<file path="src/rtl/shift_add_mult.sv">
// Sequential shift-and-add unsigned multiplier with an IDLE/CALC/DONE control FSM.
// Optional macro EARLY_TERM_EN: finish as soon as the remaining multiplier bits are all zero.
module shift_add_mult #(
  parameter int WIDTH = 8
) (
  input  logic               clk,
  input  logic               rst,
  input  logic               start,
  input  logic [WIDTH-1:0]   multiplicand,
  input  logic [WIDTH-1:0]   multiplier,
  output logic               busy,
  output logic               done,
  output logic [2*WIDTH-1:0] product
);

  localparam int CW = $clog2(WIDTH + 1);

  typedef enum logic [1:0] {
    S_IDLE,
    S_CALC,
    S_DONE
  } state_t;

  state_t               state_q, state_d;
  logic [WIDTH-1:0]     a_q, a_d;
  logic [WIDTH-1:0]     q_q, q_d;
  logic [WIDTH-1:0]     m_q, m_d;
  logic [CW-1:0]        cnt_q, cnt_d;
  logic [2*WIDTH-1:0]   product_q, product_d;

  logic [WIDTH:0]       chain;
  logic [WIDTH-1:0]     sum;
  logic                 add_c;
  logic [WIDTH-1:0]     add_s;
  logic [WIDTH-1:0]     a_sh;
  logic [WIDTH-1:0]     q_sh;
  logic [CW-1:0]        cnt_dec;
  logic                 finish;
  logic [2*WIDTH-1:0]   result;

  // Ripple-carry chain of full-adder cells, carry-in tied to 0.
  always_comb begin
    chain    = '0;
    sum      = '0;
    for (int i = 0; i < WIDTH; i++) begin
      sum[i]     = a_q[i] ^ m_q[i] ^ chain[i];
      chain[i+1] = (a_q[i] & m_q[i]) | (a_q[i] & chain[i]) | (m_q[i] & chain[i]);
    end
  end

  // The carry only lives between the add and the shift, so it is a net rather
  // than a register; it is shifted into the top of A every iteration.
  assign add_c   = q_q[0] ? chain[WIDTH] : 1'b0;
  assign add_s   = q_q[0] ? sum : a_q;
  assign a_sh    = {add_c, add_s[WIDTH-1:1]};
  assign q_sh    = {add_s[0], q_q[WIDTH-1:1]};
  assign cnt_dec = cnt_q - 1'b1;

`ifdef EARLY_TERM_EN
  logic rest_zero;

  // Unprocessed multiplier bits sit in the low cnt_dec bits of Q after the shift.
  always_comb begin
    rest_zero = 1'b1;
    for (int i = 0; i < WIDTH; i++) begin
      if ((i < int'(cnt_dec)) && q_sh[i]) rest_zero = 1'b0;
    end
  end

  assign finish = (cnt_dec == '0) || rest_zero;
  assign result = {a_sh, q_sh} >> cnt_dec;
`else
  assign finish = (cnt_dec == '0);
  assign result = {a_sh, q_sh};
`endif

  // NOTE: every variable gets a default at the top of the block so no path
  // leaves one unassigned, which would otherwise infer a latch.
  always_comb begin
    state_d   = state_q;
    a_d       = a_q;
    q_d       = q_q;
    m_d       = m_q;
    cnt_d     = cnt_q;
    product_d = product_q;
    unique case (state_q)
      S_IDLE: begin
        if (start) begin
          m_d     = multiplicand;
          q_d     = multiplier;
          a_d     = '0;
          cnt_d   = CW'(WIDTH);
          state_d = S_CALC;
        end
      end
      S_CALC: begin
        a_d   = a_sh;
        q_d   = q_sh;
        cnt_d = cnt_dec;
        if (finish) begin
          product_d = result;
          state_d   = S_DONE;
        end
      end
      S_DONE:  state_d = S_IDLE;
      default: state_d = S_IDLE;
    endcase
  end

  // NOTE: state registers use non-blocking assignments so every flop samples
  // the pre-edge values regardless of statement order.
  always_ff @(posedge clk or posedge rst) begin
    if (rst) begin
      state_q   <= S_IDLE;
      a_q       <= '0;
      q_q       <= '0;
      m_q       <= '0;
      cnt_q     <= '0;
      product_q <= '0;
    end else begin
      state_q   <= state_d;
      a_q       <= a_d;
      q_q       <= q_d;
      m_q       <= m_d;
      cnt_q     <= cnt_d;
      product_q <= product_d;
    end
  end

  assign busy    = (state_q == S_CALC);
  assign done    = (state_q == S_DONE);
  assign product = product_q;

endmodule
</file>
<file path="config.mk">
export PLATFORM = sky130hd
export DESIGN_NAME = shift_add_mult
export DESIGN_NICKNAME = d
export VERILOG_FILES = /design/src/rtl/shift_add_mult.sv
export SDC_FILE = /design/constraint.sdc
export NUM_CORES = 1
export LEC_CHECK = 0
export ABC_AREA = 1
export CAP_MARGIN = 30
export CORE_UTILIZATION = 24
export CTS_BUF_LIST = sky130_fd_sc_hd__clkbuf_4
export CTS_CLUSTER_SIZE = 8
export DETAILED_ROUTE_END_ITERATION = 6
export PLACE_DENSITY = 0.45
export SYNTH_ARGS = -nofsm -noshare
export SYNTH_HDL_FRONTEND = slang
export SYNTH_SLANG_ARGS = --single-unit
</file>
<file path="constraint.sdc">
create_clock -name clk -period 4.3 [get_ports clk]
set_clock_uncertainty 0.1 [all_clocks]
set_input_delay 0.86 -clock clk [delete_from_list [all_inputs] [get_ports clk]]
set_output_delay 0.86 -clock clk [all_outputs]
set_load 0.1 [all_outputs]
</file>
* Word-level counts from Yosys, hierarchy flattened
Index checks and enable logic that the tools add are counted.
W data, S select, Z words.
** Cells by class
- Add/sub/neg operators :: 1
- Equal/unequal tests :: 4
- Mux-type cells :: 11
- Bitwise gates (word level) :: 51
- Reduce and logical (&&, ||, !) cells :: 7
** Operators with widths (count)
- $pmux W8 S2 :: 2
- $mux W8 :: 3
- $and A1 B1 Y1 :: 22
- $xor A1 B1 Y1 :: 15
- $or A1 B1 Y1 :: 14
- $pmux W4 S2 :: 1
- $reduce_and A2 Y1 :: 4
- $logic_not A4 Y1 :: 1
- $mux W2 :: 2
- $mux W4 :: 1
- $pmux W2 S2 :: 1
- $sub A4 B1 Y4 const B :: 1
- $eq A2 B1 Y1 const B :: 1
- $eq A2 B2 Y1 const B :: 1
- $logic_not A2 Y1 :: 1
- $ne A2 B1 Y1 const B :: 1
- $ne A2 B2 Y1 const B :: 1
- $reduce_bool A2 Y1 :: 1
- $mux W1 :: 1
** Word-level totals
- Register bits :: 46
- Input port bits :: 19
- Output and inout bits :: 18
- Logic and storage cells :: 80

* Depth between registers and ports, before layout
Gate-level depths: netlist of the first run.
- Word-level depth :: 24
- Mapped depth :: 14
- Gate-level depth less buffers :: 14

* Least setup slack after synthesis of the first run
Ideal clock, no wire load.
- Path type :: register -> register
- From :: register a_q[0]
- To :: register product_q[14], in the netlist product[14]
- Library setup time :: 122 ps
- Arrival :: 3562 ps
- Data required time :: 4078 ps
- Slack :: 516 ps
- Stages on the path, launching flop included :: 15
- Buffers on the path :: 0
- Period minus slack after synthesis :: 3784 ps
- Path through :: dfrtp_1 > ha_1 > inv_1 > fa_1 > fa_1 > fa_1 > fa_1 > fa_1 > fa_1 > inv_1 > fa_1 > o21ai_0 > nor2_1 > nand3_1 > nand2_1
** Between the ends
- Word-level cells in the longest chain between the ends :: 21
- Elaborated cells on any way between the ends :: 27
- Those cells by class :: mux: 1; bitwise: 26
** RTL lines
- from (decl) :: line 25 : logic [WIDTH-1:0] a_q, a_d;
- from (signal assigned) :: line 115 : a_q <= '0;
- from (signal assigned) :: line 122 : a_q <= a_d;
- $and A1 B1 Y1 * :: line 47 : chain[i+1] = (a_q[i] & m_q[i]) | (a_q[i] & chain[i]) | (m_q[i] & chain[i]);
- $and A1 B1 Y1 :: line 47
- $or A1 B1 Y1 :: line 47
- $or A1 B1 Y1 * :: line 47
- $and A1 B1 Y1 :: line 47
- $or A1 B1 Y1 :: line 47
- $or A1 B1 Y1 * :: line 47
- $and A1 B1 Y1 :: line 47
- [... 5 more ...]
- $and A1 B1 Y1 :: line 47
- $or A1 B1 Y1 :: line 47
- $or A1 B1 Y1 * :: line 47
- $and A1 B1 Y1 :: line 47
- $or A1 B1 Y1 :: line 47
- $or A1 B1 Y1 * :: line 47
- $xor A1 B1 Y1 * :: line 46 : sum[i] = a_q[i] ^ m_q[i] ^ chain[i];
- $mux W8 * :: line 54 : assign add_s = q_q[0] ? sum : a_q;
- to (signal assigned) :: line 126 : product_q <= product_d;
- to (decl) :: line 29 : logic [2*WIDTH-1:0] product_q, product_d;
Every way passes the cells marked *; elsewhere a longest branch is shown, timed or not.
A chain may end at the register's enable or synchronous reset.

* Worst setup path in the final report of the first run
- From :: register m_q[0]
- To :: register product_q[14], in the netlist product[14]
** Between the ends
- Word-level cells in the longest chain between the ends :: 21
- Elaborated cells on any way between the ends :: 27
- Those cells by class :: mux: 1; bitwise: 26
** RTL lines
- from (decl) :: line 27 : logic [WIDTH-1:0] m_q, m_d;
- from (signal assigned) :: line 124 : m_q <= m_d;
- $and A1 B1 Y1 * :: line 47
- $and A1 B1 Y1 :: line 47
- $or A1 B1 Y1 :: line 47
- $or A1 B1 Y1 * :: line 47
- $and A1 B1 Y1 :: line 47
- $or A1 B1 Y1 :: line 47
- $or A1 B1 Y1 * :: line 47
- $and A1 B1 Y1 :: line 47
- [... 5 more ...]
- $and A1 B1 Y1 :: line 47
- $or A1 B1 Y1 :: line 47
- $or A1 B1 Y1 * :: line 47
- $and A1 B1 Y1 :: line 47
- $or A1 B1 Y1 :: line 47
- $or A1 B1 Y1 * :: line 47
- $xor A1 B1 Y1 * :: line 46
- $mux W8 * :: line 54
Marks and branches as above.

==> reports/results.md, run 1 <==
| Group | Item | This run |
| --- | --- | --- |
| run status | Run status | complete, no violations |
| layout | Final-stage net count | 313 |
| logic synthesis | Synthesized cell area | 0.002263 mm² |
| clock tree | Number of hold-repair buffers added at the cts stage | 0 |
| route | Post-DRT Antenna Nets | 0 |
| logic synthesis | Synth Warn # | 0 |
| logic synthesis | Top cells by area in the synthesized netlist | sky130_fd_sc_hd__dfrtp_1 (51%), sky130_fd_sc_hd__nand2_1 (11%), sky130_fd_sc_hd__fa_1 (6.2%), sky130_fd_sc_hd__nand3_1 (4.9%), sky130_fd_sc_hd__inv_1 (4.3%) |
| clock tree | Inserted Clock Buffers | 5 |
| clock tree | CTS tree | built |
| route | Mean routed wirelength per cell | 12.69 µm |
| sta | Max-slew headroom | 0.3504 |
| clock tree | Number of cells upsized or downsized after cts | 0 |
| global routing | Tot GR Track Use | 0.1121 |
| global routing | Via count of the first global-routing pass | 1692 |
| sta | Count of final setup violators | 0 |
| floorplan | Io pins | 37 |
| floorplan | Placeable core region | 0.009196 mm² |
| logic synthesis | Post-Syn Area per Cell | 9.127 µm² |
| layout | Area growth from synthesis to layout | 23.38% |
| layout | Antenna fix cells | 0 |
| layout | Proportion of layout cells with a drive suffix above 1 | 0.08772 |
| sta | Maximum clock frequency | 0.2498 GHz |
| logic synthesis | Distinct cell type count after synthesis | 28 |
| sta | Setup repair after global routing missed its margin | no |
| logic synthesis | Total of flip-flops plus latches after synthesis | 46 |
| route | Aggregate routed wire length | 5025 µm |
| worst hold path | Tightest Hold Check Type | reg2reg |
| clock tree | Setup repair bufs after CTS | 0 |
| worst setup path | Crit end category | register |
| clock tree | Clock H-tree levels | 2 |
| sta | Final-layout setup total negative slack | 0 ns |
| clock tree | Register clock-pin slew on the reported worst setup and hold paths | 0.15 ns |
| logic synthesis | Share of synthesized area occupied by flip-flops and latches | 0.5086 |
| clock tree | Clock sink count | 46 |
| floorplan | Floorplan die height | 99.11 µm |
| clock tree | Insertion delay of the later-clocked pin in the worst-skew pair | 0.36 ns |
| logic synthesis | Most common flop cell mapped by yosys | sky130_fd_sc_hd__dfrtp_1 |
| logic synthesis | Post-synthesis instance total | 248 |
| route | Number of iterations in the first detailed-routing pass | 4 |
| route | Post-route DRC violation count | 0 |
| sta | Tightest Pin Transition | 0.9713 ns |
| clock tree | Maximum buffer depth of the clock tree | 2 |
| logic synthesis | Cell type with the highest aggregate area in the netlist | sky130_fd_sc_hd__dfrtp_1 |
| sta | Post-route clock period utilization | 0.9309 |
| flow run | Number of maximum-capacitance constraint violations | 0 |
| logic synthesis | Number of enable-type register cells in the synthesized netlist | 0 |
| global routing | Largest net degree at the start of global routing | 29 |
| sta | Final Max Slew Viols | 0 |
| worst setup path | Startpoint-to-endpoint class of the critical path | reg2reg |
| clock tree | Library cell used as clock root buffer | sky130_fd_sc_hd__clkbuf_4 |
| worst setup path | Arrival time at the worst endpoint | 4.16 ns |
| global routing | Antenna violations before repair | 0 |
| worst setup path | Type of origin of the critical path | register |
| sta | Final Hold Viols | 0 |
| worst setup path | Critical path data required time | 4.46 ns |
| floorplan | Floorplan row count | 35 |
| placement | HPWL after detailed placement | 3663 µm |
| floorplan | Die ar. | 0.009823 mm² |
| floorplan | Initial core utilization | 0.2461 |
| logic synthesis | Synthesized netlist net count | 277 |
| worst setup path | Biggest fanout along the worst timing path | 2 |
| route | Number of vias per cell | 4.303 |
| global routing | Wire length of the first global-routing pass | 8562 µm |
| logic synthesis | Most numerous cell in the Yosys netlist | sky130_fd_sc_hd__nand2_1 |
| sta | Final Critical Period | 4.003 ns |
| logic synthesis | Top cells by count, synth | sky130_fd_sc_hd__nand2_1 (66), sky130_fd_sc_hd__dfrtp_1 (46), sky130_fd_sc_hd__inv_1 (26), sky130_fd_sc_hd__nand3_1 (22), sky130_fd_sc_hd__nor2_1 (18) |
| global routing | Grt ovf | 0 |
| placement | Global placer's final weighted congestion | 0.7774 |
| route | First DRT Iteration DRCs | 78 |
| logic synthesis | Async S/R FF share, synth | 1.000 |
| floorplan | Die X | 99.11 µm |
| placement | IO buf count | 36 |
| logic synthesis | Area share of the leading cell type in the synthesized netlist | 0.5086 |
| layout | Filler instances | 1006 |
| route | Total number of vias | 1704 |
-- state kept, by name (all words and copies together), names as in the netlist --
name	count
a_q	8
cnt_q	4
m_q	8
product	16
q_q	8
state_q	2
-- logic make-up after synthesis --
group,count (synthesis),share of synthesized area
AOI/OAI and AO/OA,31,0.08292
buffers and inverters,39,0.08015
and+or+nand+nor,122,0.2499
DFF,46,0.5086
adders and majority gates,10,0.07850
-- through the flow --
| step | instance area, µm² | setup slack, ns | cells | hold WS [ns] | utilization |
|---|---|---|---|---|---|
| 4_1_cts | 2793 | 0.2498 | 396 | 0.3964 | 0.3037 |
| 5_1_grt | 2793 | 0.01657 | 396 | 0.4143 | 0.3037 |
| 3_5_place_dp | 2734 | 0.2691 | 388 | 0.3599 | 0.2973 |
| 6_report | 2793 | 0.2971 | 396 | 0.3863 | 0.3037 |
| 3_3_place_gp | 2706 | 0.4023 | 387 | 0.3570 | 0.2943 |
| 2_1_floorplan | 2263 | 0.5158 | 248 | 0.3570 | - |
-- final cells by class --
type	count	area (µm²)	area share
Sequential cell	46	1151	0.4122
Multi-Input combinational cell	163	930.9	0.3333
Inverter	30	120.1	0.04301
Clock inverter	3	21.27	0.007616
Clock buffer	5	37.54	0.01344
Tap cell	111	138.9	0.04973
Timing Repair Buffer	38	392.9	0.1407
-- layer usage --
metal	vias up	global-route usage	routed length (µm)
li1	872	-	-
met1	802	0.1441	2392
met2	28	0.1893	2409
met3	2	0.02460	190
met4	0	0.03394	32
met5	-	0	0
-- worst max-delay path, stage by stage, from the launching register on --
cell and delay, ns:
sky130_fd_sc_hd__dfrtp_1 0.38, sky130_fd_sc_hd__ha_1 0.14, sky130_fd_sc_hd__inv_1 0.04, sky130_fd_sc_hd__fa_1 0.37, sky130_fd_sc_hd__fa_1 0.39, sky130_fd_sc_hd__fa_1 0.40, sky130_fd_sc_hd__fa_1 0.39, sky130_fd_sc_hd__fa_1 0.39
sky130_fd_sc_hd__fa_1 0.37, sky130_fd_sc_hd__inv_1 0.08, sky130_fd_sc_hd__fa_1 0.40, sky130_fd_sc_hd__o21ai_0 0.25, sky130_fd_sc_hd__nor2_1 0.07, sky130_fd_sc_hd__nand3_1 0.07, sky130_fd_sc_hd__nand2_1 0.05
-- cell usage in the layout (no fill, tap or decap), types with 2 or more instances in the layout --
| cell type | count |
|---|---|
| sky130_fd_sc_hd__dfrtp_1 | 46 |
| sky130_fd_sc_hd__clkbuf_4 | 5 |
| sky130_fd_sc_hd__fa_1 | 7 |
| sky130_fd_sc_hd__nand2_2 | 2 |
| sky130_fd_sc_hd__inv_1 | 25 |
| sky130_fd_sc_hd__nand2_1 | 66 |
| sky130_fd_sc_hd__clkinv_4 | 2 |
| sky130_fd_sc_hd__nand4_1 | 8 |
| sky130_fd_sc_hd__ha_1 | 3 |
| sky130_fd_sc_hd__nand3_1 | 22 |
| sky130_fd_sc_hd__inv_2 | 2 |
| sky130_fd_sc_hd__o21ai_0 | 12 |
| sky130_fd_sc_hd__o22ai_1 | 8 |
| sky130_fd_sc_hd__nand2_4 | 2 |
| sky130_fd_sc_hd__a21oi_1 | 7 |
| sky130_fd_sc_hd__nor2_1 | 18 |
| sky130_fd_sc_hd__clkdlybuf4s50_1 | 35 |
| sky130_fd_sc_hd__buf_4 | 2 |
-- worst paths after layout --
| check | slack, ns | depth (start not counted) | from | to |
|---|---|---|---|---|
| min reg2reg | 0.39 | 2 | product[15] | product[15] |
| max | 0.30 | 14 | m_q[0] | product[14] |
| min | 0.39 | 2 | product[15] | product[15] |
| min in group asynchronous | 0.68 | 2 | rst | product[9] |
| max reg2reg | 0.30 | 14 | m_q[0] | product[14] |
| max in group asynchronous | 2.78 | 3 | rst | q_q[6] |
Power of run 1 is not shown: default switching activity piles up to over one toggle a cycle in this logic, so the estimate is an artifact.
==> inputs of run 2 (changes only) <==
Settings changed: ABC_AREA 1 to 0.
Clock period 4.3 ns to 5.2 ns, I/O delays scaled along.
==> run 2 against run 1 <==
Net effect: hold slack better by 0.035 ns; via count is 12% lower; die area is 0.97% lower; critical path depth is 2 lower; critical endpoint is now a_q[6]; synthesized cell count is 17% lower.
==> reports/results.md, run 2 <==
| Group | Item | This run | Change |
| --- | --- | --- | --- |
| logic synthesis | Top cells by count, synth | sky130_fd_sc_hd__dfrtp_1 (46), sky130_fd_sc_hd__nand2_1 (33), sky130_fd_sc_hd__inv_1 (26), sky130_fd_sc_hd__o21ai_0 (24), sky130_fd_sc_hd__mux2i_1 (16) | was sky130_fd_sc_hd__nand2_1 (66), sky130_fd_sc_hd__dfrtp_1 (46), sky130_fd_sc_hd__inv_1 (26), sky130_fd_sc_hd__nand3_1 (22), sky130_fd_sc_hd__nor2_1 (18) |
| sta | Final-layout setup total negative slack | 0 ns | unchanged |
| clock tree | Maximum buffer depth of the clock tree | 2 | unchanged |
| worst hold path | Instance count along the most critical hold path | 1 | was 2 |
| global routing | Tot GR Track Use | 0.1020 | was 0.1121 |
| global routing | Grt ovf | 0 | unchanged |
| floorplan | Die ar. | 0.009728 mm² | was 0.009823 mm² |
| route | Aggregate routed wire length | 4459 µm | was 5025 µm |
| route | Total number of vias | 1497 | was 1704 |
| logic synthesis | Distinct cell type count after synthesis | 30 | was 28 |
| worst setup path | Crit end category | register | unchanged |
| sta | Setup repair after global routing missed its margin | no | unchanged |
| run status | Run status | complete, no violations | unchanged |
| sta | Final Critical Period | 3.921 ns | was 4.003 ns |
| sta | Final Hold Viols | 0 | unchanged |
| logic synthesis | Synth Warn # | 0 | unchanged |
| layout | Antenna fix cells | 0 | unchanged |
| floorplan | Placeable core region | 0.008891 mm² | was 0.009196 mm² |
| floorplan | Floorplan row count | 34 | was 35 |
| placement | IO buf count | 36 | unchanged |
| route | Number of iterations in the first detailed-routing pass | 5 | was 4 |
| route | Met1 wire length | 2312 µm | was 2392 µm |
| placement | HPWL after detailed placement | 3059 µm | was 3663 µm |
| logic synthesis | Share of synthesized area occupied by flip-flops and latches | 0.5137 | was 0.5086 |
| global routing | Via count of the first global-routing pass | 1529 | was 1692 |
| worst setup path | Type of origin of the critical path | register | unchanged |
| logic synthesis | Number of enable-type register cells in the synthesized netlist | 0 | unchanged |
| layout | Leading cell type in the layout, fill and taps excluded | sky130_fd_sc_hd__dfrtp_1 | was sky130_fd_sc_hd__nand2_1 |
| layout | Max FFs per register | 16 | unchanged |
| logic synthesis | Top cells by area in the synthesized netlist | sky130_fd_sc_hd__dfrtp_1 (51%), sky130_fd_sc_hd__mux2i_1 (7.1%), sky130_fd_sc_hd__fa_1 (6.3%), sky130_fd_sc_hd__nand2_1 (5.5%), sky130_fd_sc_hd__o21ai_0 (5.4%) | was sky130_fd_sc_hd__dfrtp_1 (51%), sky130_fd_sc_hd__nand2_1 (11%), sky130_fd_sc_hd__fa_1 (6.2%), sky130_fd_sc_hd__nand3_1 (4.9%), sky130_fd_sc_hd__inv_1 (4.3%) |
| layout | Final-stage net count | 271 | was 313 |
| logic synthesis | Async S/R FF share, synth | 1.000 | unchanged |
| clock tree | Clock H-tree levels | 2 | unchanged |
| layout | Highest-count cells in the layout ignoring fill and taps | sky130_fd_sc_hd__dfrtp_1 (46), sky130_fd_sc_hd__clkdlybuf4s50_1 (36), sky130_fd_sc_hd__nand2_1 (33) | was sky130_fd_sc_hd__nand2_1 (66), sky130_fd_sc_hd__dfrtp_1 (46), sky130_fd_sc_hd__clkdlybuf4s50_1 (35) |
| logic synthesis | Synthesized cell area | 0.002241 mm² | was 0.002263 mm² |
| clock tree | Setup repair bufs after CTS | 0 | unchanged |
| sta | Maximum clock frequency | 0.2551 GHz | was 0.2498 GHz |
| clock tree | Clock sink count | 46 | unchanged |
| clock tree | Inserted Clock Buffers | 5 | unchanged |
| global routing | Wire length of the first global-routing pass | 7686 µm | was 8562 µm |
| worst setup path | Biggest fanout along the worst timing path | 3 | was 2 |
| layout | Filler instances | 928 | was 1006 |
| route | Post-route DRC violation count | 0 | unchanged |
| clock tree | Register clock-pin slew on the reported worst setup and hold paths | 0.14 ns | was 0.15 ns |
| route | Top layer used by detailed routing | met4 | unchanged |
| global routing | Largest net degree at the start of global routing | 39 | was 29 |
| logic synthesis | Post-Syn Area per Cell | 10.83 µm² | was 9.127 µm² |
| placement | Worst slack, placed | 1.259 ns | was 0.2691 ns |
| route | First DRT Iteration DRCs | 58 | was 78 |
| logic synthesis | Cell type with the highest aggregate area in the netlist | sky130_fd_sc_hd__dfrtp_1 | unchanged |
| logic synthesis | Synthesized netlist net count | 236 | was 277 |
| clock tree | Number of cells upsized or downsized after cts | 0 | unchanged |
| clock tree | Number of hold-repair buffers added at the cts stage | 0 | unchanged |
| worst setup path | Number of cells on the worst reg-to-reg path | 12 | was 14 |
| sta | Count of final setup violators | 0 | unchanged |
| worst setup path | Startpoint-to-endpoint class of the critical path | reg2reg | unchanged |
| floorplan | Initial core utilization | 0.2520 | was 0.2461 |
| floorplan | Floorplan die height | 98.63 µm | was 99.11 µm |
| layout | Proportion of layout cells with a drive suffix above 1 | 0.1276 | was 0.08772 |
| route | DR WL met3 | 181 µm | was 190 µm |
| clock tree | Insertion delay of the later-clocked pin in the worst-skew pair | 0.36 ns | about the same |
| logic synthesis | Post-synthesis instance total | 207 | was 248 |
| sta | Max-slew headroom | 0.3327 | was 0.3504 |
| worst setup path | Critical path data required time | 5.32 ns | was 4.46 ns |
| route | Number of vias per cell | 4.265 | was 4.303 |
| sta | Post-route clock period utilization | 0.7540 | was 0.9309 |
| flow run | Number of maximum-capacitance constraint violations | 0 | unchanged |
| route | Mean routed wirelength per cell | 12.70 µm | was 12.69 µm |
| clock tree | CTS tree | built | unchanged |
| layout | Area growth from synthesis to layout | 24.90% | was 23.38% |
| logic synthesis | Most numerous cell in the Yosys netlist | sky130_fd_sc_hd__dfrtp_1 | was sky130_fd_sc_hd__nand2_1 |
| route | Post-DRT Antenna Nets | 0 | unchanged |
| placement | Global placer's final weighted congestion | 0.7017 | was 0.7774 |
| floorplan | Io pins | 37 | unchanged |
| worst setup path | Arrival time at the worst endpoint | 4.04 ns | was 4.16 ns |
| logic synthesis | Area share of the leading cell type in the synthesized netlist | 0.5137 | was 0.5086 |
| logic synthesis | Most common flop cell mapped by yosys | sky130_fd_sc_hd__dfrtp_1 | unchanged |
| global routing | Antenna violations before repair | 0 | unchanged |
| sta | Tightest Pin Transition | 0.9978 ns | was 0.9713 ns |
| floorplan | Die X | 98.63 µm | was 99.11 µm |
| sta | Final Max Slew Viols | 0 | unchanged |
| clock tree | Library cell used as clock root buffer | sky130_fd_sc_hd__clkbuf_4 | unchanged |
| sta | Final worst slack | 1.279 ns | was 0.2971 ns |
| worst hold path | Tightest Hold Check Type | reg2reg | unchanged |
| logic synthesis | Total of flip-flops plus latches after synthesis | 46 | unchanged |
| route | WL met2 | 1891 µm | was 2409 µm |
## run 2: logic make-up (layout without fill, tap and decap cells)
family                   Yosys count  in the layout  share of synthesized area
multiplexers                      27             27                     0.1284
adder cells (fa/ha/maj)           10             10                    0.07929
buffers and inverters             37             73                    0.06923
AO/OA/AOI/OAI                     38             38                     0.1016
flip-flops                        46             46                     0.5137
AND/OR/NAND/NOR                   49             49                     0.1078
## run 2: worst paths after layout
path,from,endpoint,slack (ns)
setup reg to reg,a_q[0],a_q[6],1.28
max in group asynchronous,rst,cnt_q[2],3.71
setup / recovery,a_q[0],a_q[6],1.28
hold reg to reg,product[2],product[2],0.42
hold / removal,product[2],product[2],0.42
min in group asynchronous,rst,product[1],0.80
## run 2: area by class of cell
class,count,area [µm²],share of cell area
clock buffers,7,52.55,0.01878
clock inverters,1,30.03,0.01073
inverters,27,101.3,0.03621
multi-input cells,124,940.9,0.3362
flip-flops and latches,46,1151,0.4113
well taps,108,135.1,0.04828
repair buffers,38,387.9,0.1386
## run 2: stage by stage
stage / hold WS [ns] / util / cell area (µm²) / cells
finish: 0.4208 / 0.3148 / 2799 / 351
global route: 0.4382 / 0.3148 / 2799 / 351
CTS: 0.4272 / 0.3148 / 2799 / 351
detailed placement: 0.3956 / 0.3055 / 2716 / 343
global placement: 0.3863 / 0.3033 / 2696 / 342
floorplan: 0.3668 / - / 2241 / 207
## run 2: worst max-delay path, cell delays in order, from the launching register on
cell	delay (ns)
sky130_fd_sc_hd__dfrtp_1	0.39
sky130_fd_sc_hd__ha_1	0.15
sky130_fd_sc_hd__inv_1	0.05
sky130_fd_sc_hd__fa_1	0.37
sky130_fd_sc_hd__fa_1	0.39
sky130_fd_sc_hd__fa_1	0.40
sky130_fd_sc_hd__fa_1	0.39
sky130_fd_sc_hd__fa_1	0.40
sky130_fd_sc_hd__fa_1	0.37
sky130_fd_sc_hd__inv_1	0.07
sky130_fd_sc_hd__fa_1	0.40
sky130_fd_sc_hd__mux2i_1	0.19
sky130_fd_sc_hd__o22ai_1	0.11
## run 2: per-layer routing
metal	up-vias	track usage
met5	-	0
met4	0	0.03789
met3	7	0.02837
met2	37	0.1501
met1	705	0.1427
li1	748	-
Power of run 2 is left out for the same reason.
